==> src/rtl/reaction_pkg.sv <==
// Shared types and constants for the multi-player reaction timer.
// Holds the round state encoding, LED patterns and the winner-index width helper.
package reaction_pkg;

    typedef enum logic [2:0] {
        IDLE,
        DELAY,
        RUN,
        RESULT,
        REPORT
    } state_e;

    localparam logic [7:0] LED_OFF = 8'h00;
    localparam logic [7:0] LED_GO  = 8'hFF;

    // A single player still needs a one-bit Winner port.
    function automatic int winWidth(input int numPlayers);
        return (numPlayers <= 1) ? 1 : $clog2(numPlayers);
    endfunction

endpackage

==> src/rtl/btn_edge.sv <==
// Registered rising-edge detector for a bus of synchronous, debounced buttons.
// A bit pulses for one cycle, one cycle after its input rises; held levels never retrigger.
module btn_edge #(
    parameter int WIDTH = 1
) (
    input  logic             clk_i,
    input  logic             rst_ni,
    input  logic [WIDTH-1:0] din_i,
    output logic [WIDTH-1:0] edge_o
);

    logic [WIDTH-1:0] prev_q;
    logic [WIDTH-1:0] edge_q;

    always_ff @(posedge clk_i or negedge rst_ni) begin
        if (!rst_ni) begin
            prev_q <= '0;
            edge_q <= '0;
        end else begin
            prev_q <= din_i;
            edge_q <= din_i & ~prev_q;
        end
    end

    assign edge_o = edge_q;

endmodule

==> src/rtl/reaction_timer_mp.sv <==
// Multi-player reaction timer: random hold-off, per-player ms timing, cheat/slow flags,
// winner selection and LCD handshake. Define REACTION_BEST_TIME_EN to keep a best-time record.
module reaction_timer_mp
    import reaction_pkg::*;
#(
    parameter int NUM_PLAYERS = 2,
    parameter int TIME_W      = 10,
    parameter int MAX_TIME    = 1000,
    parameter int RAND_W      = 13,
    parameter int MIN_DELAY   = 1000
) (
    input  logic                             Clk,
    input  logic                             Rst,
    input  logic                             TickMS,
    input  logic                             Start,
    input  logic [NUM_PLAYERS-1:0]           Btn,
    input  logic [RAND_W-1:0]                RandomValue,
    output logic [7:0]                       LED,
    output logic [NUM_PLAYERS*TIME_W-1:0]    ReactionTime,
    output logic [NUM_PLAYERS-1:0]           Cheat,
    output logic [NUM_PLAYERS-1:0]           Slow,
    output logic [winWidth(NUM_PLAYERS)-1:0] Winner,
    output logic                             WinnerValid,
    output logic [TIME_W-1:0]                BestTime,
    output logic                             Wait,
    output logic                             LCDUpdate,
    input  logic                             LCDAck
);

    localparam int WIN_W = winWidth(NUM_PLAYERS);

    localparam logic [TIME_W-1:0] MAX_T    = TIME_W'(MAX_TIME);
    localparam logic [TIME_W-1:0] CNT_ONE  = 1;
    localparam logic [RAND_W:0]   HOLD_ONE = 1;
    localparam logic [RAND_W:0]   HOLD_MIN = (RAND_W+1)'(MIN_DELAY);

    state_e                        state_q, state_d;
    logic [RAND_W:0]               holdoff_q, holdoff_d;
    logic [TIME_W-1:0]             count_q, count_d;
    logic [NUM_PLAYERS-1:0]        cheat_q, cheat_d;
    logic [NUM_PLAYERS-1:0]        slow_q, slow_d;
    logic [NUM_PLAYERS-1:0]        done_q, done_d;
    logic [NUM_PLAYERS*TIME_W-1:0] time_q, time_d;
    logic [WIN_W-1:0]              winner_q, winner_d;
    logic                          winnerValid_q, winnerValid_d;

    logic [NUM_PLAYERS:0]          edges;
    logic                          startEdge;
    logic [NUM_PLAYERS-1:0]        btnEdge;

    logic                          candValid;
    logic [WIN_W-1:0]              candIdx;
    logic [TIME_W-1:0]             candTime;

    btn_edge #(
        .WIDTH (NUM_PLAYERS + 1)
    ) u_edge (
        .clk_i  (Clk),
        .rst_ni (Rst),
        .din_i  ({Btn, Start}),
        .edge_o (edges)
    );

    assign startEdge = edges[0];
    assign btnEdge   = edges[NUM_PLAYERS:1];

    always_ff @(posedge Clk or negedge Rst) begin
        if (!Rst) begin
            state_q       <= IDLE;
            holdoff_q     <= '0;
            count_q       <= '0;
            cheat_q       <= '0;
            slow_q        <= '0;
            done_q        <= '0;
            time_q        <= '0;
            winner_q      <= '0;
            winnerValid_q <= 1'b0;
        end else begin
            state_q       <= state_d;
            holdoff_q     <= holdoff_d;
            count_q       <= count_d;
            cheat_q       <= cheat_d;
            slow_q        <= slow_d;
            done_q        <= done_d;
            time_q        <= time_d;
            winner_q      <= winner_d;
            winnerValid_q <= winnerValid_d;
        end
    end

    // Fastest eligible player; strict '<' keeps the lower index on ties.
    always_comb begin
        candValid = 1'b0;
        candIdx   = '0;
        candTime  = '1;
        for (int i = 0; i < NUM_PLAYERS; i++) begin
            if (!cheat_q[i] && !slow_q[i] &&
                (!candValid || time_q[i*TIME_W +: TIME_W] < candTime)) begin
                candValid = 1'b1;
                candIdx   = WIN_W'(i);
                candTime  = time_q[i*TIME_W +: TIME_W];
            end
        end
    end

    always_comb begin
        state_d       = state_q;
        holdoff_d     = holdoff_q;
        count_d       = count_q;
        cheat_d       = cheat_q;
        slow_d        = slow_q;
        done_d        = done_q;
        time_d        = time_q;
        winner_d      = winner_q;
        winnerValid_d = winnerValid_q;

        unique case (state_q)
            IDLE: begin
                if (startEdge) begin
                    cheat_d       = '0;
                    slow_d        = '0;
                    done_d        = '0;
                    time_d        = '0;
                    winnerValid_d = 1'b0;
                    holdoff_d     = HOLD_MIN + {1'b0, RandomValue};
                    state_d       = DELAY;
                end
            end

            DELAY: begin
                cheat_d = cheat_q | btnEdge;
                if (&cheat_d) begin
                    state_d = RESULT;
                end else if (holdoff_q == '0) begin
                    count_d = '0;
                    state_d = RUN;
                end else if (TickMS) begin
                    holdoff_d = holdoff_q - HOLD_ONE;
                end
            end

            RUN: begin
                if (count_q == MAX_T) begin
                    slow_d = ~cheat_q & ~done_q;
                    for (int i = 0; i < NUM_PLAYERS; i++) begin
                        if (slow_d[i]) begin
                            time_d[i*TIME_W +: TIME_W] = MAX_T;
                        end
                    end
                    state_d = RESULT;
                end else begin
                    for (int i = 0; i < NUM_PLAYERS; i++) begin
                        if (btnEdge[i] && !cheat_q[i] && !done_q[i]) begin
                            time_d[i*TIME_W +: TIME_W] = count_q;
                            done_d[i]                  = 1'b1;
                        end
                    end
                    if (&(done_d | cheat_q)) begin
                        state_d = RESULT;
                    end
                    if (TickMS) begin
                        count_d = count_q + CNT_ONE;
                    end
                end
            end

            RESULT: begin
                winnerValid_d = candValid;
                winner_d      = candIdx;
                state_d       = REPORT;
            end

            REPORT: begin
                if (LCDAck) begin
                    state_d = IDLE;
                end
            end

            default: begin
                state_d = IDLE;
            end
        endcase
    end

`ifdef REACTION_BEST_TIME_EN
    logic [TIME_W-1:0] bestTime_q, bestTime_d;

    always_comb begin
        bestTime_d = bestTime_q;
        if (state_q == RESULT && candValid && candTime < bestTime_q) begin
            bestTime_d = candTime;
        end
    end

    always_ff @(posedge Clk or negedge Rst) begin
        if (!Rst) begin
            bestTime_q <= '1;
        end else begin
            bestTime_q <= bestTime_d;
        end
    end

    assign BestTime = bestTime_q;
`else
    assign BestTime = '1;
`endif

    always_comb begin
        LED = LED_OFF;
        case (state_q)
            RUN:     LED = LED_GO;
            REPORT:  if (winnerValid_q) LED = 8'h01 << winner_q;
            default: LED = LED_OFF;
        endcase
    end

    assign ReactionTime = time_q;
    assign Cheat        = cheat_q;
    assign Slow         = slow_q;
    assign Winner       = winner_q;
    assign WinnerValid  = winnerValid_q;
    assign Wait         = (state_q == IDLE);
    assign LCDUpdate    = (state_q == REPORT);

endmodule

==> config.mk <==
export PLATFORM = sky130hd
export DESIGN_NAME = reaction_timer_mp
export DESIGN_NICKNAME = d
export VERILOG_FILES = /design/src/rtl/reaction_pkg.sv /design/src/rtl/btn_edge.sv /design/src/rtl/reaction_timer_mp.sv
export SDC_FILE = /design/constraint.sdc
export NUM_CORES = 1
export LEC_CHECK = 0
export BUFFER_PORTS_ARGS = -buffer_cell sky130_fd_sc_hd__clkbuf_2
export CAP_MARGIN = 20
export CORE_MARGIN = 3
export CORE_UTILIZATION = 60
export CTS_CLUSTER_SIZE = 25
export DETAILED_ROUTE_END_ITERATION = 12
export GPL_TIMING_DRIVEN = 0
export HOLD_SLACK_MARGIN = 0.08
export PLACE_DENSITY = 0.85
export SETUP_SLACK_MARGIN = 0.05
export SYNTH_ARGS = -nofsm -noshare
export SYNTH_HDL_FRONTEND = slang
export SYNTH_SLANG_ARGS = --single-unit
==> constraint.sdc <==
create_clock -name Clk -period 7.7 [get_ports Clk]
set_input_delay 0.385 -clock Clk [delete_from_list [all_inputs] [get_ports Clk]]
set_output_delay 0.385 -clock Clk [all_outputs]
set_load 0.01 [all_outputs]
### Word level (Yosys, flattened, before mapping)

Cells that the tools add are included.

| word-level totals | value |
|---|---|
| bits of input ports | 20 |
| logic and storage cells | 120 |
| bits in registers | 61 |

| operators by class | value |
|---|---|
| multiplexer cells | 44 |
| shift-type cells | 1 |
| bitwise gates (word level) | 7 |
| equal/unequal tests | 20 |
| $add $sub $neg | 3 |
| reduce and logical (&&, ||, !) cells | 32 |
| $lt $le $gt $ge | 1 |

Operators with widths:

| cell | number |
|---|---|
| 10-bit two-way mux | 9 |
| 14-bit two-way mux | 4 |
| 20-bit two-way mux | 2 |
| 20-bit one-hot mux with 2 select lines | 1 |
| 14-bit one-hot mux with 2 select lines | 1 |
| 10-bit one-hot mux with 2 select lines | 1 |
| 3-bit two-way mux | 6 |
| 3-bit != test, second input constant | 6 |
| 8-bit one-hot mux with 2 select lines | 1 |
| 3-bit one-hot mux with 5 select lines | 1 |
| 10-bit by 13-bit adder with 14-bit output, first input constant | 1 |
| 14-bit zero test | 1 |
| 2-bit != test, second input constant | 7 |
| 14-bit by 1-bit subtractor with 14-bit output, second input constant | 1 |
| 2-bit one-hot mux with 2 select lines | 3 |
| 4-bit AND reduction | 3 |
| 10-bit by 1-bit adder with 10-bit output, second input constant | 1 |
| 10-bit equality test, second input constant | 1 |
| 10-bit less-than comparator | 1 |
| 1-bit two-way mux | 10 |
| 5-bit AND reduction | 2 |
| 8-bit two-way mux | 1 |
| 2-bit AND reduction | 4 |
| 2-bit nonzero test | 4 |
| other kinds (17) | 36 |

### Depth between registers and ports, before layout

Gate-level depths: netlist of the first run.

| depth | value |
|---|---|
| word-level depth | 11 |
| depth in mapped cells | 10 |
| gate-level depth less buffers | 8 |

### By module

From an unflattened synthesis of the first run, not the netlist that was laid out.

| second synthesis, totals | value |
|---|---|
| cell total of the unflattened synthesis | 372 |
| area, all modules | 3569.7 sq um |

By module, submodules not included:

| module | instances | cells an instance | area an instance (sq um) | seq. area each (sq um) |
|---|---|---|---|---|
| reaction_timer_mp | 1 | 363 | 3378.2 | 1376.3 |
| btn_edge | 1 | 9 | 191.4 | 150.1 |

### Worst setup path after synthesis of the first run

Ideal clock, no wire load.

| path | value |
|---|---|
| path kind | flip-flop to flip-flop |
| start point | reg holdoff_q[0] |
| end point | reg holdoff_q[3] |
| stages on the path, launching flop included | 8 |
| period minus slack after synthesis | 2.517 ns |
| path buffers | 1 |
| data arrival time | 2.395 ns |
| library setup time | 0.122 ns |
| data required time | 7.578 ns |
| setup slack | 5.183 ns |
| cells stage by stage | dfrtp_1 inv_1 ha_1 or4b_2 nor4_1 o21ai_1 buf_2 a32o_1 |

| between the ends | value |
|---|---|
| word-level cells in the longest chain between the ends | 5 |

Ends and longest elaborated chain:

| what | line | source |
|---|---|---|
| start: declaration | reaction_timer_mp.sv:38 | `logic [RAND_W:0] holdoff_q, holdoff_d;` |
| start signal: assignment | reaction_timer_mp.sv:80 | `holdoff_q <= holdoff_d;` |
| 14-bit by 1-bit subtractor with 14-bit output | reaction_timer_mp.sv:138 | `holdoff_d = holdoff_q - HOLD_ONE;` |
| 14-bit two-way mux | reaction_timer_mp.sv:137 | `end else if (TickMS) begin` |
| 14-bit two-way mux | reaction_timer_mp.sv:134 | `end else if (holdoff_q == '0) begin` |
| 14-bit two-way mux | reaction_timer_mp.sv:132 | `if (&cheat_d) begin` |
| 14-bit one-hot mux with 2 select lines | reaction_timer_mp.sv:117 | `unique case (state_q)` |

Parallel ways exist; a longest one is shown, timed or not. The select of a mux whose other input is x is not followed.
A chain may end at the register's enable or synchronous reset.

### Worst setup path after layout of the first run

Ends and elaborated chain as after synthesis.

==> metrics.md, run 1 <==
| Metric | Value |
|---|---|
| Outcome | complete, no violations |
| Buffer count from post-CTS setup fixing | 0 |
| Num rows | 27 |
| Vias/cell | 5.96 |
| Post-synthesis adder-cell area fraction | 4.83% |
| Initial core utilization | 64.0% |
| CTS clk-pin slew, worst paths | 0.07 ns |
| Synth-to-Final Area Change | 16.9% |
| Synth top area cells | dfrtp_1 42%, mux2_2 5.0%, ha_1 4.8% |
| Crit path depth | 7 |
| First-pass GRT wire length | 15000 um |
| Antenna Violating Nets Remaining | 0 |
| Maximum root-to-sink buffer count | 2 |
| Synth Flop Type | dfrtp_1 |
| Placed Area | 0.00403 mm^2 |
| Power density cells | 393 mW/mm^2 |
| Crit Path Category | register to register |
| Slowest cell delay on critical path | 0.75 ns |
| RSZ-0062 raised after global routing | no |
| Simple-gate share of the synthesized area | 21.7% |
| GRT Overall Usage | 26.6% |
| Int Pwr | 0.951 mW |
| Synth Area in XOR/XNOR | 2.17% |
| F_max | 307 MHz |
| Library cells used by synthesis | 53 |
| Flop and latch count out of synthesis | 61 |
| Switch Pwr | 0.715 mW |
| Tmin final | 3.26 ns |
| Final WS setup | 4.44 ns |
| Num CTS Buffers | 9 |
| CTS root buffer | clkbuf_8 |
| Port buffer count | 55 |
| Pre-Repair DR Iteration Count | 5 |
| Nets | 508 |
| H-Tree Depth | 3 |
| Max FO, Critical Path | 10 |
| Worst path bufs/invs | 2 |
| Synth top cells by count | 61 x dfrtp_1, 41 x nor2_1, 30 x nand2_1 |
| Setup TNS | 0 ns |
| CP top delay family | simple AND/OR/NAND/NOR gates |
| Cell Chain, Critical Path | inv_1 > ha_1 > or4b_2 > nor4_1 > o21ai_1 > buf_2 > a32o_1 |
| Yosys warns | 0 |
| Initial antenna violation count | 0 |
| Worst reg-to-reg path cell count | 7 |
| CTS tree | built |
| Slowest cell on crit path | nor4_1 |
| Multiplexer area fraction after synthesis | 6.34% |
| Met3 usage | 5.43% |
| Vias in the first global route | 3210 |
| Via Count | 3286 |
| HPWL reported at the end of detailed placement | 6400 um |
| Die Y | 83.8 um |
| Post-Syn Area per Cell | 9.10 um^2 |
| Clock insertion delay at the later pin of the skew report | 0.35 ns |
| Max-Cap Viols | 0 |
| Compound-Gate Fraction of Synth Area | 16.0% |
| Initial detailed-routing violation count | 296 |
| Post-synthesis cell area | 0.00363 mm^2 |
| Seq/Total Area, Yosys | 42.1% |
| Skew final | 0.0112 ns |
| VDD IR max | 0.000223 V |
| Max transition margin | 40.3% |
| Worst Hold Class | primary input to async pin |
| Share of the synthesized area in the top cell type | 42.1% |
| Crit path capture type | register |
| Post-route cell area | 0.00424 mm^2 |
| Met2 usage | 43.0% |
| M1 GR Usage | 34.3% |
| CP Data Arrival Time | 3.49 ns |
| Most Crowded Layer GR | met2 |
| IO Pins | 66 |
| DRC Markers | 0 |
| Drt wl/cell | 16.2 um |
| Core footprint | 0.00568 mm^2 |
| Fin cells | 551 |
| Switching share of power | 42.9% |
| CTS Sinks | 61 |
| Largest net degree at the start of global routing | 62 |
| Pleak | 1.99 nW |
| Resize count post-CTS | 0 |
| Die W | 83.8 um |
| Post-synthesis cell count | 399 |
| Drt total wl | 8940 um |
| Share of cells above drive strength 1 | 24.2% |
| Share of power burned in combinational logic | 48.3% |
| Worst slew pin tran | 0.887 ns |
| Diode count | 0 |
| # hold bufs at CTS | 0 |
| Die ar. | 0.00702 mm^2 |
| Yosys top cell by area | dfrtp_1 |
| Worst Path Required | 7.93 ns |
| Final Hold Fails | 0 |
| Power Total | 1.67 mW |
| GRT overflow | 0 |
| Seq pwr share | 33.6% |
| Final setup fails | 0 |
| Post-synth EDFFs | 0 |
| Period utilisation layout | 42.3% |
| Largest family of logic cells by synthesized area | simple AND/OR/NAND/NOR gates |
| Critical Path Source Type | register |
| Asr flop ratio synth | 100% |
| Dpl cells | 535 |
| Max-slew violations | 0 |
| Placer Congestion | 0.890 |
| Fill count | 431 |
| Placement Setup Slack | 4.60 ns |
| Most numerous cell in the Yosys netlist | dfrtp_1 |
| Clk pwr share | 18.1% |
[path summary, 6_finish.rpt]
check	start	endpoint	slack, ns
worst min-delay path	Rst	ReactionTime[16]	0.16
worst max-delay path	holdoff_q[0]	holdoff_q[3]	4.44
worst max register to register	holdoff_q[0]	holdoff_q[3]	4.44
worst min register to register	u_edge.prev_q[0]	u_edge.edge_o[0]	0.41
max in group asynchronous	Rst	holdoff_q[5]	7.01
min in group Clk	Btn[0]	u_edge.prev_q[1]	0.16
[placed cells by master, fill, tap and decap left out, types with 3 or more instances in the layout]
cell type  instances
o31ai_1            6
buf_4             15
buf_2              7
mux2i_1            5
a21o_1             3
mux2_2            16
o2bb2ai_1          5
nor3_1            16
dfrtp_1           61
nor4_1             9
nand3_1           16
a22o_1             5
a21oi_1           25
clkbuf_2          54
o21ai_0           22
a31oi_1            4
and2_1             8
clkbuf_1          12
xor2_1             4
xnor2_1            5
a211oi_1           3
nand2_1           30
nand4_1            7
ha_1              14
nor3b_1            4
nor2b_1            4
nor2_1            41
o22ai_1            3
nand2b_1           7
or4_1              4
clkbuf_8          12
conb_1            10
inv_1             11
[through the flow]
stage / hold slack [ns] / utilization, %
3_5_place_dp: 0.403 / 71.0
3_3_place_gp: 0.383 / 71.0
2_1_floorplan: 0.0894 / -
4_1_cts: 0.146 / 74.8
6_report: 0.157 / 74.8
5_1_grt: 0.153 / 74.8
[cells by family (layout without fill, tap and decap cells)]
logic type | after synthesis | count (layout)
AOI/OAI and AO/OA | 90 | 90
xor gates and xnor gates | 9 | 9
adders and majority gates | 14 | 14
buffers and inverters | 47 | 118
DFF | 61 | 61
muxes | 21 | 21
other | 1 | 10
and+or+nand+nor | 156 | 156
[per-layer routing]
| layer | vias up | routed length, um |
|---|---|---|
| met2 | 158 | 4210 |
| li1 | 1569 | - |
| met4 | 0 | 241 |
| met5 | - | 0 |
| met1 | 1530 | 3820 |
| met3 | 29 | 665 |
[state kept, by name, summed over array words and instances, names as in the netlist]
| signal | flops |
|---|---|
| u_edge.prev_q | 3 |
| WinnerValid | 1 |
| Slow | 2 |
| state_q | 3 |
| done_q | 2 |
| count_q | 10 |
| holdoff_q | 14 |
| Cheat | 2 |
| Winner | 1 |
| u_edge.edge_o | 3 |
| ReactionTime | 20 |
[layout make-up]
type / count / area, um^2 / share of cell area [%]
Multi-Input combinational cell: 300 / 1890 / 44.5
Sequential cell: 61 / 1530 / 36.0
Tap cell: 72 / 90.1 / 2.12
Clock inverter: 3 / 42.5 / 1.00
Timing Repair Buffer: 55 / 278 / 6.55
Clock buffer: 13 / 169 / 3.98
Inverter: 12 / 45.0 / 1.06
Buffer: 35 / 204 / 4.81
[power by group through the flow]
stage / Sequential [mW] / Clock (mW) / Combinational, mW
2_1_floorplan: 0.556 / 0 / 0.539
3_3_place_gp: 0.551 / 0 / 0.760
3_5_place_dp: 0.558 / 0 / 0.792
4_1_cts: 0.553 / 0.306 / 0.799
5_1_grt: 0.577 / 0.322 / 0.896
6_report: 0.560 / 0.302 / 0.804
(Power assumes the default switching activity.)
==> run 2: changes to the inputs <==
--- a/config.mk
+++ b/config.mk
@@ -8,12 +8,12 @@
 export BUFFER_PORTS_ARGS = -buffer_cell sky130_fd_sc_hd__clkbuf_2
 export CAP_MARGIN = 20
 export CORE_MARGIN = 3
-export CORE_UTILIZATION = 60
+export CORE_UTILIZATION = 56
 export CTS_CLUSTER_SIZE = 25
 export DETAILED_ROUTE_END_ITERATION = 12
 export GPL_TIMING_DRIVEN = 0
 export HOLD_SLACK_MARGIN = 0.08
-export PLACE_DENSITY = 0.85
+export PLACE_DENSITY = 0.8
 export SETUP_SLACK_MARGIN = 0.05
 export SYNTH_ARGS = -nofsm -noshare
 export SYNTH_HDL_FRONTEND = slang
==> constraint.sdc (replaced) <==
create_clock -name Clk -period 3.13 [get_ports Clk]
set_input_delay 0.1565 -clock Clk [delete_from_list [all_inputs] [get_ports Clk]]
set_output_delay 0.1565 -clock Clk [all_outputs]
set_load 0.01 [all_outputs]
==> run 2 against run 1 <==
Effect of this change:
- combinational power grew 140%
- sequential share of layout area down 0.66 points
- global-route usage down 2.1 points
- via count decreased by 1.9%
- routed wire length shrank 3.9%
- clock power increased to 2.6 times the previous value
- utilization shrank 3.9 points
- worst setup slack worse by 4.1 ns
==> metrics.md, run 2 (synthesis results as in run 1) <==
| Metric | Value |
|---|---|
| Num rows | 28 |
| Diode count | 0 |
| Die Y | 86.5 um |
| H-Tree Depth | 3 |
| Int Pwr | 2.39 mW |
| Max FO, Critical Path | 10 |
| CTS root buffer | clkbuf_8 |
| Vias in the first global route | 3162 |
| Crit path capture type | register |
| Most frequent cells in the layout | 61 x dfrtp_1, 54 x clkbuf_2, 41 x nor2_1 |
| Max reg flops | 20 |
| Critical Path Source Type | register |
| Placer Congestion | 0.929 |
| Max transition margin | 44.2% |
| CTS Sinks | 61 |
| GRT overflow | 0 |
| Skew final | 0.00746 ns |
| Outcome | complete, no violations |
| Share of cells above drive strength 1 | 24.0% |
| Crit Path Category | register to register |
| Most Crowded Layer GR | met2 |
| Largest net degree at the start of global routing | 62 |
| Tmin final | 2.83 ns |
| IO Pins | 66 |
| First-pass GRT wire length | 14600 um |
| Final Hold Fails | 0 |
| Switching share of power | 41.9% |
| Final core occ | 70.9% |
| Maximum root-to-sink buffer count | 2 |
| M1 GR Usage | 33.8% |
| Seq pwr share | 33.2% |
| Drt total wl | 8590 um |
| Die W | 86.5 um |
| Clk pwr share | 19.4% |
| Synth-to-Final Area Change | 19.1% |
| DRC Markers | 0 |
| Worst Path Required | 3.36 ns |
| Fin cells | 558 |
| Worst slew pin tran | 0.837 ns |
| Max-Cap Viols | 0 |
| Dpl cells | 538 |
| Buffer count from post-CTS setup fixing | 0 |
| Clock insertion delay at the later pin of the skew report | 0.34 ns |
| Hold slack | 0.0925 ns |
| Most common cell after layout, fill and taps aside | dfrtp_1 |
| Initial core utilization | 59.5% |
| GRT Overall Usage | 24.5% |
| CTS tree | built |
| Core footprint | 0.00610 mm^2 |
| CP Data Arrival Time | 3.06 ns |
| Period utilisation layout | 90.5% |
| Pleak | 2.03 nW |
| Initial antenna violation count | 0 |
| Nets | 513 |
| Max-slew violations | 0 |
| VDD IR max | 0.000553 V |
| Final setup fails | 0 |
| Vias/cell | 5.78 |
| Placement Setup Slack | 0.0661 ns |
| HPWL reported at the end of detailed placement | 6200 um |
| Pre-Repair DR Iteration Count | 4 |
| Num CTS Buffers | 9 |
| Port buffer count | 55 |
| RSZ-0062 raised after global routing | no |
| Drt wl/cell | 15.4 um |
| Switch Pwr | 1.73 mW |
| F_max | 353 MHz |
| Via Count | 3223 |
| Initial detailed-routing violation count | 240 |
| Worst Hold Class | primary input to register |
| Setup TNS | 0 ns |
| Antenna Violating Nets Remaining | 0 |
| Met3 usage | 3.71% |
| Die ar. | 0.00748 mm^2 |
| CTS clk-pin slew, worst paths | 0.06 ns |
| Share of power burned in combinational logic | 47.4% |
| Power density cells | 954 mW/mm^2 |
| Final WS setup | 0.296 ns |
| Met2 usage | 39.1% |
-- run 2: metal layers --
metal / up-vias / share of wire [%]
met5: - / 0
met4: 0 / 1.4
met3: 11 / 5.1
met2: 100 / 47
met1: 1531 / 46
li1: 1581 / -
-- run 2: area by class of cell --
type,instances,area (um^2)
multi-input cells,300,1890
fillers,501,1770
flip-flops and latches,61,1530
repair buffers,61,338
plain buffers,34,200
clock buffers,12,155
well taps,75,93.8
clock inverters,3,68.8
inverters,12,45.0
-- run 2: power by group through the flow --
stage	combinational [mW]	sequential, mW	clock, mW
5_1_grt	2.19	1.41	0.852
4_1_cts	1.96	1.36	0.810
6_report	1.96	1.37	0.800
3_3_place_gp	1.88	1.36	0
3_5_place_dp	1.94	1.37	0
2_1_floorplan	1.33	1.37	0
-- run 2: what timing repair did --
item	CTS	global route
hold endpoints to repair	69	0
setup endpoints to repair	2	1
gates resized for setup	1	0
cloned	0	0
hold buffers	6	0
-- run 2: per-stage QoR --
| stage | cell area [um^2] | total power [mW] |
|---|---|---|
| 2_1_floorplan | 3660 | 2.70 |
| 3_3_place_gp | 4030 | 3.24 |
| 3_5_place_dp | 4040 | 3.31 |
| 4_1_cts | 4330 | 4.13 |
| 5_1_grt | 4320 | 4.46 |
| 6_report | 4320 | 4.12 |
-- run 2: final timing paths --
kind / from / to / slack [ns] / cells after the start
hold reg to reg: u_edge.prev_q[0] / u_edge.edge_o[0] / 0.39 / 1
setup reg to reg: holdoff_q[0] / holdoff_q[3] / 0.30 / 7
hold / removal: RandomValue[1] / holdoff_q[1] / 0.09 / 3
max in group asynchronous: Rst / Cheat[0] / 2.10 / 2
min in group asynchronous: Rst / ReactionTime[6] / 0.48 / 2
setup / recovery: holdoff_q[0] / holdoff_q[3] / 0.30 / 7
-- run 2: critical path: stages, from the launching register on --
cell	delay, ns
dfrtp_1	0.41
inv_1	0.13
ha_1	0.19
or4b_2	0.62
nor4_2	0.49
o21ai_1	0.36
buf_2	0.30
a32o_1	0.24
==> run 3: changes to the inputs <==
--- a/config.mk
+++ b/config.mk
@@ -5,10 +5,11 @@
 export SDC_FILE = /design/constraint.sdc
 export NUM_CORES = 1
 export LEC_CHECK = 0
+export ABC_AREA = 1
 export BUFFER_PORTS_ARGS = -buffer_cell sky130_fd_sc_hd__clkbuf_2
 export CAP_MARGIN = 20
 export CORE_MARGIN = 3
-export CORE_UTILIZATION = 56
+export CORE_UTILIZATION = 57
 export CTS_CLUSTER_SIZE = 25
 export DETAILED_ROUTE_END_ITERATION = 12
 export GPL_TIMING_DRIVEN = 0
==> run 3 against run 2 <==
Effect of this change:
- sequential share of layout area shrank 3.5 points
- critical endpoint is now Winner
- clock power shrank 14%
- sequential cell count is the same
- largest power group unchanged
- synthesized cell count grew 50%
- routed wire length grew 12%
==> metrics.md, run 3 <==
| Metric | Value |
|---|---|
| Reg-to-Reg Start | Cheat[0] |
| Flop and latch count out of synthesis | 61 |
| Placer Congestion | 0.943 |
| Seq pwr share | 30.7% |
| Num CTS Buffers | 9 |
| Max reg flops | 20 |
| Buffer count from post-CTS setup fixing | 0 |
| Max FO, Critical Path | 9 |
| GRT Overall Usage | 24.1% |
| First-pass GRT wire length | 16500 um |
| Cell Chain, Critical Path | nor2_1 > clkinv_1 > nor2_1 > ha_1 > nand2_1 > inv_1 > nand3_1 > inv_1 > a21oi_1 > nand2_1 > nand2_1 > nand2_1 > nand2_1 |
| Via Count | 4014 |
| Die ar. | 0.00832 mm^2 |
| Crit path capture type | register |
| Post-synthesis cell area | 0.00414 mm^2 |
| Resize count post-CTS | 0 |
| Yosys top cell by area | dfrtp_1 |
| Most numerous cell in the Yosys netlist | nand2_1 |
| Most common cell after layout, fill and taps aside | nand2_1 |
| CTS root buffer | clkbuf_8 |
| Die Y | 91.2 um |
| Worst slew pin tran | 0.834 ns |
| H-Tree Depth | 3 |
| Power density cells | 776 mW/mm^2 |
| Synth Flop Type | dfrtp_1 |
| Min-delay src | LCDAck |
| Post-Syn Area per Cell | 6.92 um^2 |
| CTS clk-pin slew, worst paths | 0.07 ns |
| Crit Path Category | register to register |
| # hold bufs at CTS | 4 |
| Diode count | 0 |
| Largest net degree at the start of global routing | 62 |
| Nets | 711 |
| Tmin final | 2.26 ns |
| Share of cells above drive strength 1 | 17.9% |
| Post-synthesis cell count | 598 |
| Final Hold Fails | 0 |
| GRT overflow | 0 |
| Clock insertion delay at the later pin of the skew report | 0.34 ns |
| Max-Cap Viols | 0 |
| Max-slew violations | 0 |
| CTS tree | built |
| Period utilisation layout | 72.1% |
| Vias in the first global route | 3683 |
| HPWL reported at the end of detailed placement | 7190 um |
| Most frequent cells in the layout | 216 x nand2_1, 74 x nor2_1, 64 x inv_1 |
| Die W | 91.2 um |
| Max transition margin | 44.4% |
| CP Data Arrival Time | 2.53 ns |
| Critical Path Source Type | register |
| Fill count | 592 |
| Drt total wl | 9650 um |
| Placement Setup Slack | 0.912 ns |
| Drt wl/cell | 12.4 um |
| CTS Sinks | 61 |
| Port buffer count | 55 |
| Initial detailed-routing violation count | 171 |
| Library cells used by synthesis | 37 |
| Synth top cells by count | 216 x nand2_1, 74 x nor2_1, 64 x inv_1 |
| CP Launch Point | Cheat[0] |
| Worst Hold Class | primary input to register |
| Seq/Total Area, Yosys | 36.9% |
| Skew final | 0.00896 ns |
| Core footprint | 0.00691 mm^2 |
| Asr flop ratio synth | 100% |
| DRC Markers | 0 |
| Worst path bufs/invs | 3 |
| Setup TNS | 0 ns |
| Synth top area cells | dfrtp_1 37%, nand2_1 20%, nor2_1 6.7% |
| Clk pwr share | 18.6% |
| RSZ-0062 raised after global routing | no |
| Outcome | complete, no violations |
| F_max | 443 MHz |
| Num rows | 30 |
| Slowest cell delay on critical path | 0.44 ns |
| Initial antenna violation count | 0 |
| Switch Pwr | 1.77 mW |
| Initial core utilization | 59.9% |
| Int Pwr | 1.96 mW |
| VDD IR max | 0.000491 V |
| Share of the synthesized area in the top cell type | 36.9% |
| Switching share of power | 47.4% |
| Slowest cell on crit path | dfrtp_1 |
| CP dominant cell by count | nand2_1 |
| Final WS setup | 0.875 ns |
| Yosys warns | 0 |
| Pre-Repair DR Iteration Count | 5 |
| Final setup fails | 0 |
| Antenna Violating Nets Remaining | 0 |
| Share of power burned in combinational logic | 50.7% |
| Pleak | 2.70 nW |
| CP top delay family | simple AND/OR/NAND/NOR gates |
| Synth-to-Final Area Change | 16.0% |
| Worst Path Required | 3.40 ns |
| Maximum root-to-sink buffer count | 2 |
| IO Pins | 66 |
| Vias/cell | 5.16 |
| Post-synth EDFFs | 0 |
==> run 3: final timing paths <==
path,endpoint,slack [ns],depth (start not counted)
worst max-delay path,Winner,0.87,13
worst min-delay path,state_q[2],0.09,4
worst max register to register,Winner,0.87,13
worst min register to register,u_edge.edge_o[0],0.40,1
max in group asynchronous,WinnerValid,2.11,2
min in group asynchronous,ReactionTime[16],0.47,2
==> run 3: area by class of cell <==
type	instances	area (um^2)	share of cell area (%)
multi-input cells	452	2210	46.1
flip-flops and latches	61	1530	31.8
repair buffers	59	318	6.62
inverters	70	265	5.52
plain buffers	24	168	3.49
clock buffers	10	128	2.66
well taps	96	120	2.50
clock inverters	6	63.8	1.33
==> run 3: routing by layer <==
layer	track usage (%)	part of all wire [%]	vias to the layer above
met3	3.23	5.7	15
met4	7.91	1.4	0
met2	39.1	46	132
met1	33.4	47	1841
met5	0	0	-
li1	-	-	2026
==> run 3: logic make-up after synthesis <==
group	count (synthesis)	synth area share, %
DFF	61	36.9
xor gates and xnor gates	4	0.846
adders and majority gates	14	4.23
and+or+nand+nor	389	42.9
AOI/OAI and AO/OA	35	4.62
buffers and inverters	94	10.5
other	1	0.0906
==> run 3: through the flow <==
step / cells / instance area (um^2) / hold WS [ns] / utilization, % / total power, mW
floorplan: 607 / 4170 / -0.139 / - / 2.53
global placement: 758 / 4570 / 0.280 / 66.2 / 2.97
detailed placement: 758 / 4570 / 0.283 / 66.2 / 3.03
CTS: 778 / 4800 / 0.0852 / 69.5 / 3.73
global route: 778 / 4800 / 0.124 / 69.5 / 4.05
finish: 778 / 4800 / 0.0862 / 69.5 / 3.73
==> run 3: power groups by stage <==
stage / Sequential [mW] / Clock, mW / Combinational [mW]
after detailed placement: 1.15 / 0 / 1.87
after global routing: 1.17 / 0.737 / 2.15
after CTS: 1.14 / 0.699 / 1.89
after floorplan: 1.12 / 0 / 1.41
after global placement: 1.14 / 0 / 1.82
final: 1.15 / 0.692 / 1.89
==> run 3: tightest hold or removal path, stage by stage <==
cell      delay (ns)
clkbuf_2        0.08
inv_1           0.03
nand2_1         0.07
nand2_1         0.06
